--- config.mk ---
export PLATFORM = sky130hd
export DESIGN_NAME = apb_fifo_completer
export DESIGN_NICKNAME = d
export VERILOG_FILES = /design/src/rtl/apb_fifo_pkg.sv /design/src/rtl/apb_fifo_completer.sv
export SDC_FILE = /design/constraint.sdc
export NUM_CORES = 1
export LEC_CHECK = 0
export BUFFER_PORTS_ARGS = -buffer_cell sky130_fd_sc_hd__buf_2
export CORE_MARGIN = 4
export CORE_UTILIZATION = 44
export CTS_CLUSTER_DIAMETER = 60
export DETAILED_ROUTE_END_ITERATION = 8
export GPL_TIMING_DRIVEN = 1
export PLACE_DENSITY = 0.84
export REMOVE_ABC_BUFFERS = 1
export SLEW_MARGIN = 20
export SYNTH_ARGS = -nofsm -noshare
export SYNTH_HDL_FRONTEND = slang
export SYNTH_SLANG_ARGS = --single-unit
--- constraint.sdc ---
create_clock -name clk -period 2.8 [get_ports clk]
set_input_delay 0.14 -clock clk [delete_from_list [all_inputs] [get_ports clk]]
set_output_delay 0.14 -clock clk [all_outputs]
set_load 0.1 [all_outputs]
--- src/rtl/apb_fifo_pkg.sv ---
// Shared definitions for the APB front end of the synchronous FIFO:
// register offsets, STATUS bit positions and the read-handshake FSM states.
package apb_fifo_pkg;

  localparam int unsigned DATA_OFF   = 'h0;
  localparam int unsigned STATUS_OFF = 'h4;
  localparam int unsigned THRESH_OFF = 'h8;
  localparam int unsigned IRQEN_OFF  = 'hC;

  localparam int unsigned ST_EMPTY   = 0;
  localparam int unsigned ST_FULL    = 1;
  localparam int unsigned ST_OVF     = 2;
  localparam int unsigned ST_UNF     = 3;
  localparam int unsigned ST_LVL_LSB = 8;

  localparam int unsigned IE_LEVEL = 0;
  localparam int unsigned IE_ERR   = 1;

  typedef enum logic [1:0] {
    IDLE = 2'd0,
    POP  = 2'd1,
    DONE = 2'd2
  } state_t;

endpackage

--- src/rtl/apb_fifo_completer.sv ---
// APB3 completer fronting an external synchronous FIFO: DATA push/pop,
// status with sticky errors, locally tracked level and a threshold interrupt.
module apb_fifo_completer
  import apb_fifo_pkg::*;
#(
  parameter int DATA_W = 8,
  parameter int DEPTH  = 16,
  parameter int ADDR_W = 4
) (
  input  logic              clk,
  input  logic              rst_n,
  input  logic              psel,
  input  logic              penable,
  input  logic              pwrite,
  input  logic [ADDR_W-1:0] paddr,
  input  logic [31:0]       pwdata,
  output logic [31:0]       prdata,
  output logic              pready,
  output logic              pslverr,
  output logic              fifo_wr_en,
  output logic [DATA_W-1:0] fifo_din,
  output logic              fifo_rd_en,
  input  logic [DATA_W-1:0] fifo_dout,
  input  logic              fifo_full,
  input  logic              fifo_empty,
  output logic              irq
);

  localparam int LVL_W = $clog2(DEPTH) + 1;

  state_t           state;
  logic [LVL_W-1:0] level;
  logic             ovf, unf;
  logic [7:0]       thresh;
  logic [1:0]       irq_en;

  logic             access;
  logic [ADDR_W-1:0] off;
  logic             hit_data, hit_status, hit_thresh, hit_irqen, mapped;
  logic [31:0]      reg_rdata;
  logic             unused_bits;

  assign access     = psel & penable;
  assign off        = {paddr[ADDR_W-1:2], 2'b00};
  assign hit_data   = (off == ADDR_W'(DATA_OFF));
  assign hit_status = (off == ADDR_W'(STATUS_OFF));
  assign hit_thresh = (off == ADDR_W'(THRESH_OFF));
  assign hit_irqen  = (off == ADDR_W'(IRQEN_OFF));
  assign mapped     = hit_data | hit_status | hit_thresh | hit_irqen;
  assign fifo_din   = pwdata[DATA_W-1:0];
  assign unused_bits = ^{paddr[1:0], pwdata[31:8]};

  // Non-DATA register read mux; DATA reads are served by the FSM.
  always_comb begin
    reg_rdata = '0;
    if (hit_status) begin
      reg_rdata[ST_EMPTY] = fifo_empty;
      reg_rdata[ST_FULL]  = fifo_full;
      reg_rdata[ST_OVF]   = ovf;
      reg_rdata[ST_UNF]   = unf;
      reg_rdata[ST_LVL_LSB +: 8] = 8'(level);
    end else if (hit_thresh) begin
      reg_rdata[7:0] = thresh;
    end else if (hit_irqen) begin
      reg_rdata[1:0] = irq_en;
    end
  end

  // Bus responses are combinational so writes finish in the first access
  // cycle; gating with rst_n makes them collapse as soon as reset asserts.
  always_comb begin
    pready     = 1'b0;
    pslverr    = 1'b0;
    prdata     = '0;
    fifo_wr_en = 1'b0;
    fifo_rd_en = 1'b0;
    if (rst_n && access) begin
      unique case (state)
        IDLE: begin
          if (!mapped) begin
            pready  = 1'b1;
            pslverr = 1'b1;
          end else if (pwrite) begin
            pready = 1'b1;
            if (hit_data) begin
              if (fifo_full) pslverr    = 1'b1;
              else           fifo_wr_en = 1'b1;
            end
          end else if (hit_data) begin
            if (fifo_empty) begin
              pready  = 1'b1;
              pslverr = 1'b1;
            end else begin
              fifo_rd_en = 1'b1;
            end
          end else begin
            pready = 1'b1;
            prdata = reg_rdata;
          end
        end
        POP: begin
          pready = 1'b1;
          prdata = 32'(fifo_dout);
        end
        default: ;
      endcase
    end
  end

  always_ff @(posedge clk or negedge rst_n) begin
    if (!rst_n) begin
      state  <= IDLE;
      level  <= '0;
      ovf    <= 1'b0;
      unf    <= 1'b0;
      thresh <= '0;
      irq_en <= '0;
      irq    <= 1'b0;
    end else begin
      unique case (state)
        IDLE: if (fifo_rd_en) state <= POP;
        POP: begin
          state <= DONE;
          if (level != '0) level <= level - 1'b1;
        end
        DONE: if (!access) state <= IDLE;
        default: state <= IDLE;
      endcase

      if (fifo_wr_en && level < LVL_W'(DEPTH)) level <= level + 1'b1;

      if (access && state == IDLE && mapped) begin
        if (pwrite) begin
          if (hit_data && fifo_full) ovf <= 1'b1;
          if (hit_status) begin
            if (pwdata[ST_OVF]) ovf <= 1'b0;
            if (pwdata[ST_UNF]) unf <= 1'b0;
          end
          if (hit_thresh) thresh <= pwdata[7:0];
          if (hit_irqen)  irq_en <= pwdata[1:0];
        end else if (hit_data && fifo_empty) begin
          unf <= 1'b1;
        end
      end

      irq <= (irq_en[IE_LEVEL] && thresh != '0 && 32'(level) >= 32'(thresh)) ||
             (irq_en[IE_ERR] && (ovf || unf));
    end
  end

endmodule

== Word-level counts from Yosys, hierarchy flattened ==
Cells that the tools add are included.
Widths: inputs -> output; s select.

* Input port bits: 51
* Memory bits (writable): 0
* Flip-flop bits (word level): 20
* ROM bits: 0
* Memories: 0
* Output and inout bits: 45
* Bits in latches: 0
* Word-level logic and storage cells: 97

* Bitwise operators: 4
* Reduce and logical (&&, ||, !) cells: 24
* Divide/modulo/power cells: 0
* Equal/unequal tests: 9
* $mul: 0
* $add $sub $neg: 2
* Muxes and demuxes: 49
* $lt $le $gt $ge: 2
* Shifts and indexed selects: 0

{| class="wikitable"
|+ Operators by type and width
! operator !! number
|-
| $mux 16 || 4
|-
| $pmux 16 s2 || 1
|-
| $mux 1 || 31
|-
| $mux 5 || 4
|-
| $logic_and 1x1->1 || 9
|-
| $ge 5x8->1 || 1
|-
| $mux 2 || 4
|-
| $mux 4 || 2
|-
| $reduce_bool 8->1 || 1
|-
| $eq 2x2->1 const B || 3
|-
| $mux 6 || 1
|-
| $pmux 2 s3 || 1
|-
| $reduce_and 2->1 || 3
|-
| $reduce_and 3->1 || 2
|-
| $reduce_bool 2->1 || 3
|-
| $add 5x1->5 const B || 1
|-
| $lt 5x5->1 const B || 1
|-
| $reduce_bool 5->1 || 1
|-
| $sub 5x1->5 const B || 1
|-
| $eq 2x1->1 const B || 2
|-
| $logic_not 4->1 || 1
|-
| $ne 2x1->1 const B || 2
|-
| $ne 2x2->1 const B || 2
|-
| $reduce_and 4->1 || 1
|-
| 5 further kinds || 8
|}

== Longest topological paths before layout ==
* Depth after elaboration: 10
* Gate-level depth with buffers: 11
* Gate-level depth less buffers: 10

== Worst setup path after synthesis ==
No wires, ideal clock.

* Path kind: flip-flop to output port
* Start: register state[0]
* End: output pslverr
* Setup slack: 0.424 ns
* Path buffers: 1
* Required time: 2.660 ns
* Cell stages (with the launch flop): 6
* Arrival: 2.236 ns
* Cells stage by stage: dfrtp_1 -> buf_6 -> and4bb_1 -> and2_1 -> nand2_1 -> nor2_1

* Cells in the longest elaborated chain, start to end: 3

{| class="wikitable"
|+ Ends and longest elaborated chain
! item !! line !! RTL
|-
| from (decl) || apb_fifo_completer.sv:31 || <nowiki>state_t state;</nowiki>
|-
| from (signal assigned) || apb_fifo_completer.sv:112 || <nowiki>state <= IDLE;</nowiki>
|-
| from (signal assigned) || apb_fifo_completer.sv:121 || <nowiki>IDLE: if (fifo_rd_en) state <= POP;</nowiki>
|-
| from (signal assigned) || apb_fifo_completer.sv:123 || <nowiki>state <= DONE;</nowiki>
|-
| $logic_not 2->1 || apb_fifo_completer.sv:78 || <nowiki>unique case (state)</nowiki>
|-
| $mux 1 || apb_fifo_completer.sv:78 ||
|-
| $mux 1 || apb_fifo_completer.sv:77 || <nowiki>if (rst_n && access) begin</nowiki>
|-
| to (decl) || apb_fifo_completer.sv:19 || <nowiki>output logic pslverr,</nowiki>
|}

No other way between the ends.

== Worst setup path after layout ==
* Start: register state[0]
* End: register level[3]

* Cells in the longest elaborated chain, start to end: 6
* Elaborated cells on any way between the ends: 9
* Those cells by class: eq/ne: 1; mux: 3; reduce/logical: 5

{| class="wikitable"
|+ Ends and longest elaborated chain
! item !! line !! RTL
|-
| $logic_not 2->1 || apb_fifo_completer.sv:78 ||
|-
| $mux 1 || apb_fifo_completer.sv:78 ||
|-
| $mux 1 || apb_fifo_completer.sv:77 ||
|-
| $logic_and 1x1->1 || apb_fifo_completer.sv:130 || <nowiki>if (fifo_wr_en && level < LVL_W'(DEPTH)) level <= level + 1'b1;</nowiki>
|-
| $reduce_bool 2->1 (no line) || n/a ||
|-
| $reduce_and 2->1 (no line) || n/a ||
|-
| to (signal assigned) || apb_fifo_completer.sv:124 || <nowiki>if (level != '0) level <= level - 1'b1;</nowiki>
|-
| to (signal assigned) || apb_fifo_completer.sv:130 ||
|-
| to (decl) || apb_fifo_completer.sv:32 || <nowiki>logic [LVL_W-1:0] level;</nowiki>
|}

Parallel ways exist; a longest one is shown, timed or not.
A chain may end at the register's enable or synchronous reset.

==> flow_metrics.env <==
export IMPL_outcome="complete, no violations"
export IMPL_yosysUniqueCellTypes=45
export IMPL_ctsRootBufferMaster="clkbuf_8"
export IMPL_hold_viol_final=0
export IMPL_hp_start="pwdata[3]"
export IMPL_crit_slowest_cell="dfrtp_1"
export IMPL_dr_pass1_iters=4
export IMPL_yosys_area_top_type_share_pct=30.4
export IMPL_path_clk_slew_ns=0.07
export IMPL_worst_r2r_endpoint="level[3]$_DFFE_PN0P_"
export IMPL_worstSkewPairLatency_ns=0.26
export IMPL_fp_coreArea_um2=3470
export IMPL_ant_nets=0
export IMPL_endpoint_kind="flip-flop"
export IMPL_cts_hold_buf=1
export IMPL_regArea_um2=500
export IMPL_ff2ff_path_depth=9
export IMPL_hold_depth=2
export IMPL_track_usage_pct=15.1
export IMPL_crit_chain="and4bb_1 > nand4_2 > nor2_1 > inv_1 > ha_1 > a21o_1 > a21oi_1 > xnor2_1 > mux2_4"
export IMPL_ys_warn_count=0
export IMPL_synthTopCellsByCount="buf_4 (27), dfrtp_1 (20), nor2_1 (20), a21oi_1 (12), inv_1 (10)"
export IMPL_drt_wl_total_um=3590
export IMPL_grt_max_degree=18
export IMPL_insertedDiodeCount=0
export IMPL_fp_dieArea_um2=4780
export IMPL_netlist_area_um2=1640
export IMPL_postSynth_asyncResetShare_pct=100
export IMPL_detail_route_iter0_violations=46
export IMPL_area_delta_synth_final_pct=13.4
export IMPL_final_period_utilization_pct=88.5
export IMPL_finalCriticalPeriod_ns=2.48
export IMPL_cts_resized_gates=0
export IMPL_p_int_uw=692
export IMPL_yosys_register_bits=20
export IMPL_grt_overflow=0
export IMPL_p_sw_uw=560
export IMPL_ctsHtreeMaxLevel=1
export IMPL_post_drt_wl_per_cell_um=13.7
export IMPL_synth_edf_count=0
export IMPL_power_share_sequential_pct=35.2
export IMPL_crit_type="reg2reg"
export IMPL_syn_inst=174
export IMPL_skew_ns=0.00153
export IMPL_multi_input_area_um2=946
export IMPL_drv_slew=0
export IMPL_cts_setup_buffers=0
export IMPL_hp_class="in2reg"
export IMPL_utilization_pct=53.8
export IMPL_ys_seq_area_share_pct=30.4
export IMPL_clockBufferDepth=2
export IMPL_cpLargestDelayFamily="simple AND/OR/NAND/NOR gates"
export IMPL_viasPerCell=5.06
export IMPL_die_y_um=69.1
export IMPL_finalSetupTns_ns=0
export IMPL_maxSlewHeadroom_pct=64.1
export IMPL_syn_area_per_cell_um2=9.45
export IMPL_nNetsFinal=278
export IMPL_grt_pass1_wl_um=5890
export IMPL_rrSetupSlack_ns=0.32
export IMPL_numCtsBuffers=3
export IMPL_grt_pass1_vias=1268
export IMPL_reg2reg_from="state[0]$_DFFE_PN0P_"
export IMPL_worstPathMaxFanout=10
export IMPL_crit_required_ns=2.95
export IMPL_synth_top_cell_by_area="dfrtp_1"
export IMPL_num_vias=1332
export IMPL_drive_above_1_share_pct=33.2
export IMPL_critPathBufInv=1
export IMPL_setup_violations=0
export IMPL_combPwrFrac_pct=47.0
export IMPL_fillers=335
export IMPL_rows=21
export IMPL_cts_sinks=20
export IMPL_holdPathEnd="unf$_DFFE_PN0P_"
export IMPL_cts_tree="yes"
export IMPL_startpoint_type="flip-flop"
export IMPL_rsz0062_at_grt="no"
export IMPL_io_pins=96
export IMPL_swShare_pct=44.7
export IMPL_die_w_um=69.1
export IMPL_fmax_mhz=404
export IMPL_initial_core_util_pct=47.4
export IMPL_tightest_slew_ns=0.536
export IMPL_synth_main_ff_cell="dfrtp_1"
export IMPL_drc=0
export IMPL_max_stage_delay_ns=0.48
export IMPL_clockPowerShare_pct=17.8
export IMPL_pwr_density_cell_nw_per_um2=671
export IMPL_port_buffers=50
export IMPL_antenna_found_initial=0
export IMPL_p_leak_nw=0.989
export IMPL_gp_congestion=0.874
export IMPL_hpwl_um=2850
export IMPL_cap_violations=0
export IMPL_ir_drop_v=0.000208
export IMPL_worstPathArrival_ns=2.62
export IMPL_synth_most_common_cell="buf_4"
export IMPL_ys_top_cells_by_area="dfrtp_1 (30%), buf_4 (12%), mux2_4 (8.2%)"
logic make-up (layout without fill, tap and decap cells):
logic type / count (synthesis) / in the layout / share of synthesized area (%)
buf+inv: 41 / 66 / 16.1
other cells: 1 / 19 / 0.228
flops: 20 / 20 / 30.4
compound gates: 33 / 33 / 13.7
fa+ha+maj: 9 / 9 / 7.31
xor+xnor: 3 / 3 / 1.60
simple gates: 54 / 54 / 19.6
mux: 13 / 13 / 11.0
state kept, by name, summed over array words and instances (netlist names):
name and count:
thresh 8, ovf 1, unf 1, irq_en 2
irq 1, level 5, state 2
cells in the final DEF (no fill, tap or decap), drive strengths merged, types with 6 or more instances in the layout:
master / n
buf: 51
nor2: 20
dfrtp: 20
conb: 19
mux2: 13
a21oi: 12
inv: 10
ha: 8
and2: 7
a22oi: 6
o21ai: 6
metrics by stage:
| step | hold slack [ns] | worst slack (ns) | area (um2) | total power [mW] | instances |
|---|---|---|---|---|---|
| 6_report | 0.108 | 0.323 | 1860 | 1.25 | 263 |
| 5_1_grt | 0.109 | 0.149 | 1860 | 1.33 | 263 |
| 4_1_cts | 0.103 | 0.349 | 1860 | 1.25 | 263 |
| 3_5_place_dp | -0.0113 | 0.366 | 1800 | 1.03 | 258 |
| 3_3_place_gp | -0.0139 | 0.416 | 1800 | 1.01 | 258 |
| 2_1_floorplan | -0.156 | 0.332 | 1480 | 0.865 | 161 |
layer usage:
| metal | global-route usage (%) | routed length, um |
|---|---|---|
| met1 | 18.3 | 1590 |
| met2 | 26.6 | 1730 |
| met3 | 2.91 | 227 |
| met4 | 5.21 | 47 |
| met5 | 0 | 0 |
power by group through the flow:
stage                     clock network, mW  logic [mW]  registers (mW)
after floorplan                           0       0.416           0.449
after global placement                    0       0.566           0.441
after detailed placement                  0       0.585           0.445
after CTS                             0.226       0.588           0.439
after global routing                  0.240       0.641           0.453
final                                 0.222       0.588           0.441
layout make-up:
cell class	instances	area share (%)
repair buffers	52	14.4
multi-input cells	131	50.7
inverters	10	2.01
well taps	46	3.09
flip-flops and latches	20	26.8
clock buffers	4	2.95
worst max path at each step:
stage	from	to	slack [ns]	depth (start not counted)
floorplan	state[1]$_DFFE_PN0P_	pready	0.33	2
global placement	state[0]$_DFFE_PN0P_	level[3]$_DFFE_PN0P_	0.42	9
detailed placement	state[0]$_DFFE_PN0P_	level[3]$_DFFE_PN0P_	0.37	9
CTS	state[0]$_DFFE_PN0P_	level[3]$_DFFE_PN0P_	0.35	9
global route	state[0]$_DFFE_PN0P_	level[3]$_DFFE_PN0P_	0.15	9
finish	state[0]$_DFFE_PN0P_	level[3]$_DFFE_PN0P_	0.32	9
Note: power is estimated with default switching activity, not from simulation.
